**config.mk**
```make
export PLATFORM = sky130hd
export DESIGN_NAME = param_register_file
export DESIGN_NICKNAME = d
export VERILOG_FILES = /design/src/rtl/regfile_pkg.sv /design/src/rtl/param_register.sv /design/src/rtl/param_register_file.sv
export SDC_FILE = /design/constraint.sdc
export NUM_CORES = 1
export LEC_CHECK = 0
export ABC_AREA = 1
export BUFFER_PORTS_ARGS = -buffer_cell sky130_fd_sc_hd__buf_4
export CAP_MARGIN = 20
export CORE_MARGIN = 2
export CORE_UTILIZATION = 53
export DETAILED_ROUTE_END_ITERATION = 10
export PLACE_DENSITY = 0.72
export SYNTH_ARGS = -nofsm -noshare
export SYNTH_HDL_FRONTEND = slang
export SYNTH_SLANG_ARGS = --single-unit
```
**constraint.sdc**
```tcl
create_clock -name Clock -period 6.1 [get_ports Clock]
set_input_delay 0 -clock Clock [delete_from_list [all_inputs] [get_ports Clock]]
set_output_delay 0 -clock Clock [all_outputs]
set_load 0.02 [all_outputs]
```
**src/rtl/regfile_pkg.sv**
```systemverilog
// Shared codes for the register file: FunSel operations, SwapMode transfer kinds
// and the bank-transfer controller state.
package regfile_pkg;

    localparam logic [2:0] FS_DEC  = 3'b000;
    localparam logic [2:0] FS_INC  = 3'b001;
    localparam logic [2:0] FS_LOAD = 3'b010;
    localparam logic [2:0] FS_CLR  = 3'b011;

    localparam logic [1:0] SM_SAVE    = 2'b00;
    localparam logic [1:0] SM_RESTORE = 2'b01;
    localparam logic [1:0] SM_XCHG    = 2'b10;
    localparam logic [1:0] SM_RSVD    = 2'b11;

    typedef enum logic [1:0] {
        IDLE   = 2'd0,
        XFER   = 2'd1,
        FINISH = 2'd2
    } state_e;

endpackage

```
**src/rtl/param_register.sv**
```systemverilog
// One WIDTH-bit register cell: applies FunSel when E is high, otherwise holds.
// Synchronous active-low reset clears it.
module param_register
    import regfile_pkg::*;
#(
    parameter int WIDTH = 16
) (
    input  logic             Clock,
    input  logic             Reset,
    input  logic [WIDTH-1:0] I,
    input  logic [2:0]       FunSel,
    input  logic             E,
    output logic [WIDTH-1:0] Q
);

    logic [WIDTH-1:0] q_q, q_d;

    // Increment/decrement wrap naturally at WIDTH bits; codes 1xx hold.
    always_comb begin
        q_d = q_q;
        if (E) begin
            case (FunSel)
                FS_DEC:  q_d = q_q - WIDTH'(1);
                FS_INC:  q_d = q_q + WIDTH'(1);
                FS_LOAD: q_d = I;
                FS_CLR:  q_d = '0;
                default: q_d = q_q;
            endcase
        end
    end

    always_ff @(posedge Clock) begin
        if (!Reset) begin
            q_q <= '0;
        end else begin
            q_q <= q_d;
        end
    end

    assign Q = q_q;

endmodule

```
**src/rtl/param_register_file.sv**
```systemverilog
// General bank R[] and scratch bank S[] with two combinational read ports and a
// sequential bank-transfer engine (save / restore / exchange, one index per cycle).
module param_register_file
    import regfile_pkg::*;
#(
    parameter int WIDTH = 16,
    parameter int NREG  = 4
) (
    input  logic                        Clock,
    input  logic                        Reset,
    input  logic [WIDTH-1:0]            I,
    input  logic [2:0]                  FunSel,
    input  logic [NREG-1:0]             RegSel,
    input  logic [NREG-1:0]             ScrSel,
    input  logic [$clog2(2*NREG)-1:0]   OutASel,
    input  logic [$clog2(2*NREG)-1:0]   OutBSel,
    output logic [WIDTH-1:0]            OutA,
    output logic [WIDTH-1:0]            OutB,
    input  logic                        Swap,
    input  logic [1:0]                  SwapMode,
    output logic                        Busy,
    output logic                        Done,
    output state_e                      dbg_state_o
);

    localparam int NCELL = 2 * NREG;
    localparam int IDXW  = $clog2(NREG);

    state_e           state_q, state_d;
    logic [IDXW-1:0]  idx_q, idx_d;
    logic [1:0]       mode_q, mode_d;
    logic             swap_acc;
    logic             ext_we;
    logic [WIDTH-1:0] q [NCELL];

    // Swap is a one-cycle request taken only while IDLE (Busy=0 means ready);
    // requests while Busy are dropped, and an accepted request wins over writes.
    assign swap_acc = (state_q == IDLE) && Swap && (SwapMode != SM_RSVD);
    assign ext_we   = (state_q == IDLE) && !swap_acc;

    always_comb begin
        state_d = state_q;
        idx_d   = idx_q;
        mode_d  = mode_q;
        case (state_q)
            IDLE: begin
                if (swap_acc) begin
                    state_d = XFER;
                    idx_d   = '0;
                    mode_d  = SwapMode;
                end
            end
            XFER: begin
                if (idx_q == IDXW'(NREG - 1)) begin
                    state_d = FINISH;
                    idx_d   = '0;
                end else begin
                    idx_d = idx_q + IDXW'(1);
                end
            end
            FINISH:  state_d = IDLE;
            default: state_d = IDLE;
        endcase
    end

    always_ff @(posedge Clock) begin
        if (!Reset) begin
            state_q <= IDLE;
            idx_q   <= '0;
            mode_q  <= SM_SAVE;
        end else begin
            state_q <= state_d;
            idx_q   <= idx_d;
            mode_q  <= mode_d;
        end
    end

    // Cells 0..NREG-1 are R[], NREG..2*NREG-1 are S[]; each cell's partner is the
    // same index in the other bank.
    for (genvar c = 0; c < NCELL; c++) begin : g_cell
        localparam int K     = c % NREG;
        localparam bit IS_S  = (c >= NREG);
        localparam int SRC   = IS_S ? K : K + NREG;

        logic             sel_n;
        logic             hit;
        logic             e;
        logic [2:0]       fs;
        logic [WIDTH-1:0] din;

        assign sel_n = IS_S ? ScrSel[NREG-1-K] : RegSel[NREG-1-K];
        assign hit   = (state_q == XFER) && (idx_q == IDXW'(K)) &&
                       (IS_S ? (mode_q != SM_RESTORE) : (mode_q != SM_SAVE));
        assign e     = hit || (ext_we && !sel_n);
        assign fs    = hit ? FS_LOAD : FunSel;
        assign din   = hit ? q[SRC] : I;

        param_register #(.WIDTH(WIDTH)) u_reg (
            .Clock  (Clock),
            .Reset  (Reset),
            .I      (din),
            .FunSel (fs),
            .E      (e),
            .Q      (q[c])
        );
    end

    always_comb begin
        OutA = '0;
        OutB = '0;
        if (Reset) begin
            if (int'(OutASel) < NCELL) OutA = q[OutASel];
            if (int'(OutBSel) < NCELL) OutB = q[OutBSel];
        end
    end

    assign Busy        = Reset && (state_q != IDLE);
    assign Done        = Reset && (state_q == FINISH);
    assign dbg_state_o = state_q;

endmodule

```
[After elaboration in Yosys (flattened, before gate mapping)]
Cells that the tools add are included.
Operators by class
  $add $sub $neg: 17
  $lt $le $gt $ge: 2
  eq/ne operators: 33
  muxes and demuxes: 38
  bitwise operators: 2
  reduce and logical (&&, ||, !) cells: 74
Operators with widths (count)
  one-hot mux 16 bit (4 select lines): 8
  2-to-1 mux 16 bit: 14
  adder 16 x 1 -> 16 bit (second input constant): 8
  subtractor 16 x 1 -> 16 bit (second input constant): 8
  binary-select mux 16 bit (select 3 bit): 2
  equality test 3 x 2 -> 1 bit (second input constant): 16
  nonzero test 4 bit: 8
  logical AND 1 bit: 25
  equality test 3 x 1 -> 1 bit (second input constant): 8
  zero test 3 bit: 8
  2-to-1 mux 3 bit: 8
  AND reduction 2 bit: 11
  zero test 1 bit: 9
  greater-or-equal comparator 4 bit (second input constant): 2
  logical OR 1 bit: 8
  2-to-1 mux 2 bit: 4
  NOT 3 -> 4 bit: 2
  one-hot mux 2 bit (2 select lines): 2
  equality test 2 bit (second input constant): 3
  nonzero test 2 bit: 3
  equality test 2 x 1 -> 1 bit (second input constant): 2
  zero test 2 bit: 2
  inequality test 2 x 1 -> 1 bit (second input constant): 2
  inequality test 2 bit (second input constant): 2
  adder 2 x 1 -> 2 bit (second input constant): 1
Storage, ports and cells
  register bits: 134
  input bits: 38
  output and inout bits: 36

[Longest topological paths before layout]
  depth in word-level cells: 8
  mapped depth: 18
  gate-level depth less buffers: 17

[Cells and area by module]
Synthesis repeated with hierarchy kept, for this count alone.
Second synthesis, totals
  cells, all modules: 3522
  area, all modules: 19318.5 sq um
Modules (own cells, without submodules)
  param_register (g_cell[0].u_reg ...): times used 5, cells each 301, area an instance 1788.0 sq um
  param_register_file: times used 1, cells each 1115, area an instance 5054.8 sq um
  param_register (g_cell[6].u_reg ...): times used 2, cells each 301, area an instance 1755.4 sq um
  param_register (g_cell[5].u_reg): times used 1, cells each 300, area an instance 1813.0 sq um

[Least setup slack after synthesis]
OpenSTA, ideal clock, no wires.
  path type: reg2reg
  start: register state_q[1], in the netlist dbg_state_o[1]
  end: register g_cell[7].u_reg.q_q[15]
  setup time: 0.070 ns
  arrival: 2.721 ns
  path slack: 3.309 ns
  cell stages (with the launch flop): 15
  cells stage by stage: dfxtp_1 > nor2_4 > buf_12 > nand3_4 > nand3_1 > ha_1 > or2_2 > and2_1 > nand2_1 > nand2_1 > nand2_1 > nand2_1 > nand2_1 > nand3_1 > a21oi_1
Between the ends
  longest elaborated chain between the ends: 8
Ends and longest elaborated chain
  start: declaration: RTL line param_register_file.sv:29  | state_e state_q, state_d;
  start signal: assignment: RTL line param_register_file.sv:72  | state_q <= state_d;
  branches (longest 8 deep; another with nonzero test 4 bit)
  end signal: assignment: RTL line param_register.sv:36  | q_q <= q_d;
  end: declaration: RTL line param_register.sv:16  | logic [WIDTH-1:0] q_q, q_d;
Several ways; the timed one is not identified.
A chain may end at the register's enable or synchronous reset.

[Worst setup path after layout]
  start: register state_q[0], in the netlist dbg_state_o[0]
  end: register g_cell[0].u_reg.q_q[11]
Between the ends
  longest elaborated chain between the ends: 8
Ends and longest elaborated chain (RTL line)
  branches (longest 8 deep; another with nonzero test 4 bit)
  end signal: assignment: param_register.sv:36
  end: declaration: param_register.sv:16
Several ways; the timed one is not identified.

==> flow_summary.json <==
{
  "run_status": "finished, final reports clean",
  "drt_iter0_markers": 2609,
  "fp.dieArea_um2": 32400,
  "coreArea_um2": 30500,
  "antennaDiodeCount": 0,
  "yosys_most_used_dff": "dfxtp_1",
  "syn_to_final_growth_pct": 7.16,
  "max-vdd-ir-drop_mv": 0.201,
  "worst-path-max-fanout": 29,
  "clock_tree_from_tritoncts": "yes",
  "chipHeight_um": 180,
  "synth_seq_area_share": 0.164,
  "post-route-min-period_ps": 3620,
  "synthesis.area_um2": 16400,
  "finalSetupViolations": 0,
  "floorplan.initialDensity": 0.538,
  "leakage_nw": 9.06,
  "antenna_found_initial": 2,
  "grt.total_usage": 0.379,
  "vias": 19700,
  "min-delay-start": "Swap",
  "fin_tns_setup_ps": 0,
  "num-nets-final": 2994,
  "slew_viol_final": 0,
  "finalHoldViolations": 0,
  "yosys.area.top_type": "dfxtp_1",
  "share_of_final_layout_standard_cells_stronger_than_drive_strength_1": 0.0579,
  "worstSetupPathType": "reg -> reg",
  "worstPathRequired_ps": 6480,
  "power_density_nw_per_um2": 246,
  "crit_path_start_kind": "flip-flop",
  "critical_path.most_common_cell": "nand2_1",
  "clock_path_buffers": 2,
  "max_slew.worst_pin.slew_ps": 1040,
  "gr-total-overflow": 0,
  "worstSkewPairLatency_ps": 460,
  "synth_edf_count": 0,
  "synthesis.area_per_instance_um2": 5.77,
  "synth_async_sr_flop_share": 0,
  "highest_count_cells_in_the_layout_ignoring_fill_and_taps": "704 x nand2_1, 405 x o21ai_0, 373 x inv_1",
  "yosys_warnings": 0,
  "path_cells": "inv_2, nor2_4, nand3_2, nand3_2, ha_1, inv_1, nand2_1, nand2_1, o21ai_0, nand2_1, nand3b_1, nand3_1, a21oi_1",
  "via_count_of_the_first_global_routing_pass": 17300,
  "firstDrtPassIters": 7,
  "routed_wire_length_per_instance_um": 19.6,
  "per_cell_via_count_in_the_routed_design": 6.10,
  "post-route-period-util": 0.593,
  "floorplan.rows": 64,
  "gpl.final_weighted_congestion": 1.02,
  "r2r-start": "dbg_state_o[0]",
  "synth_nets": 3020,
  "drtAntennaViolNets": 0,
  "endpoint_kind": "flip-flop",
  "worst_path_max_delay_cell": "nand3_2",
  "maxCapViolCount": 0,
  "cells_after_synthesis": 2845,
  "boundaryPins": 74,
  "clock_sinks": 134,
  "route.final.wire_length_um": 63200,
  "synth-seq-cells": 134,
  "synthDistinctLibCells": 46,
  "max_stage_delay_ps": 650,
  "clk_transition_reported_paths_ps": 60,
  "layout.cells.most_common": "nand2_1",
  "grt_first_pass_wirelength_um": 97500,
  "placement.io_buffers": 73,
  "grt_start_max_net_pins": 106,
  "place_hpwl_um": 47300,
  "detail_route.drc_violations": 0,
  "fp.dieW_um": 180,
  "post_synth_main_area_contributors": "dfxtp_1 16%, nand2_1 16%, o21ai_0 12%, ha_1 9.8%, a21oi_1 9.7%",
  "worstPathArrival_ps": 4000,
  "finish.utilization": 0.576,
  "crit_start": "dbg_state_o[0]",
  "rsz0062_at_grt": "no",
  "maxSlewHeadroom": 0.305,
  "timing.fmax_mhz": 276,
  "area_share_of_the_largest_cell_type_after_synthesis": 0.164,
  "finalClockSkew_ps": 10.6,
  "hold_removal_path_class": "in -> reg",
  "clock_tree.htree_level_count": 4,
  "cts-root-buf": "clkbuf_16",
  "tritoncts.num_buffers": 17
}
==> routing by layer <==
layer / vias to the layer above / GRT usage / part of all wire
met3: 187 / 0.0744 / 0.12
li1: 9458 / - / -
met1: 8943 / 0.527 / 0.42
met2: 1090 / 0.563 / 0.41
met5: - / 0 / 0
met4: 0 / 0.177 / 0.050
==> synth_stat cells (6+ instances only) <==
cell type  count
fa_1           8
nand4_1       21
inv_1        373
nand3_1      187
o21ai_1       10
o21a_1         6
clkbuf_2       6
o211ai_1      28
clkbuf_1      52
buf_1          9
dfxtp_1      134
nor3_1        17
buf_2         50
buf_6          6
or2_2         15
nor2_4        10
nand2_1      704
o21bai_1      10
a21oi_1      317
o21ai_0      405
inv_2         10
nor2_1       156
nand3b_1      30
a31oi_1       83
and2_1         6
xor2_1        21
ha_1         129
==> final cells by class <==
type	count	area, µm²
clock buffers	20	447
clock inverters	12	224
fillers	3121	12900
inverters	388	1460
multi-input cells	2197	11700
flip-flops and latches	134	2680
well taps	396	495
repair buffers	81	621
==> power by group <==
part	total [mW]	switching (mW)	internal, mW
registers	1.10	0.141	0.959
clock network	1.23	0.456	0.778
logic	2.00	1.32	0.675
==> sequential cells by signal, summed over array words and instances, names as in the netlist <==
name	cells
g_cell.u_reg.Q	128
dbg_state_o	2
idx_q	2
mode_q	2
==> stage by stage <==
stage                     cells  worst slack [ps]  total power [mW]  hold WS, ps  instance area [µm²]
after floorplan            2845              3310              2.54          191                16400
after global placement     3191              2690              3.01          293                16900
after detailed placement   3191              2590              3.04          302                16900
after CTS                  3228              2550              4.27         14.6                17600
after global routing       3228              2220              4.63         68.6                17600
final                      3228              2480              4.33         27.1                17600
==> worst max-delay path, delay by kind of cell, from the launching register on <==
family | cells | cell delay (ps)
AND/OR/NAND/NOR | 8 | 2160
AO/OA/AOI/OAI | 2 | 550
flip-flops | 1 | 410
adder cells (fa/ha/maj) | 1 | 270
buffers and inverters | 2 | 150
==> kinds of logic (layout without fill, tap and decap cells) <==
group	after synthesis	count (layout)	share of synthesized area
muxes	2	2	0.00122
buffers and inverters	514	501	0.126
AOI/OAI and AO/OA	868	868	0.280
DFF	134	134	0.164
xor gates and xnor gates	23	23	0.0123
adders and majority gates	137	137	0.108
and+or+nand+nor	1167	1167	0.309
==> worst paths after layout <==
kind                            cells past startpoint               endpoint  slack, ps
worst min-delay path                                5         dbg_state_o[0]         30
worst max-delay path                               13  g_cell[0].u_reg.Q[11]       2480
worst max register to register                     13  g_cell[0].u_reg.Q[11]       2480
worst min register to register                      2               idx_q[1]        570
==> timing repair <==
action	4_1_cts	5_1_grt
hold endpoints to repair	2	0
setup buffers	0	0
resized for setup	0	0
hold buffers	5	0
Note: power is estimated with default switching activity, not from simulation.
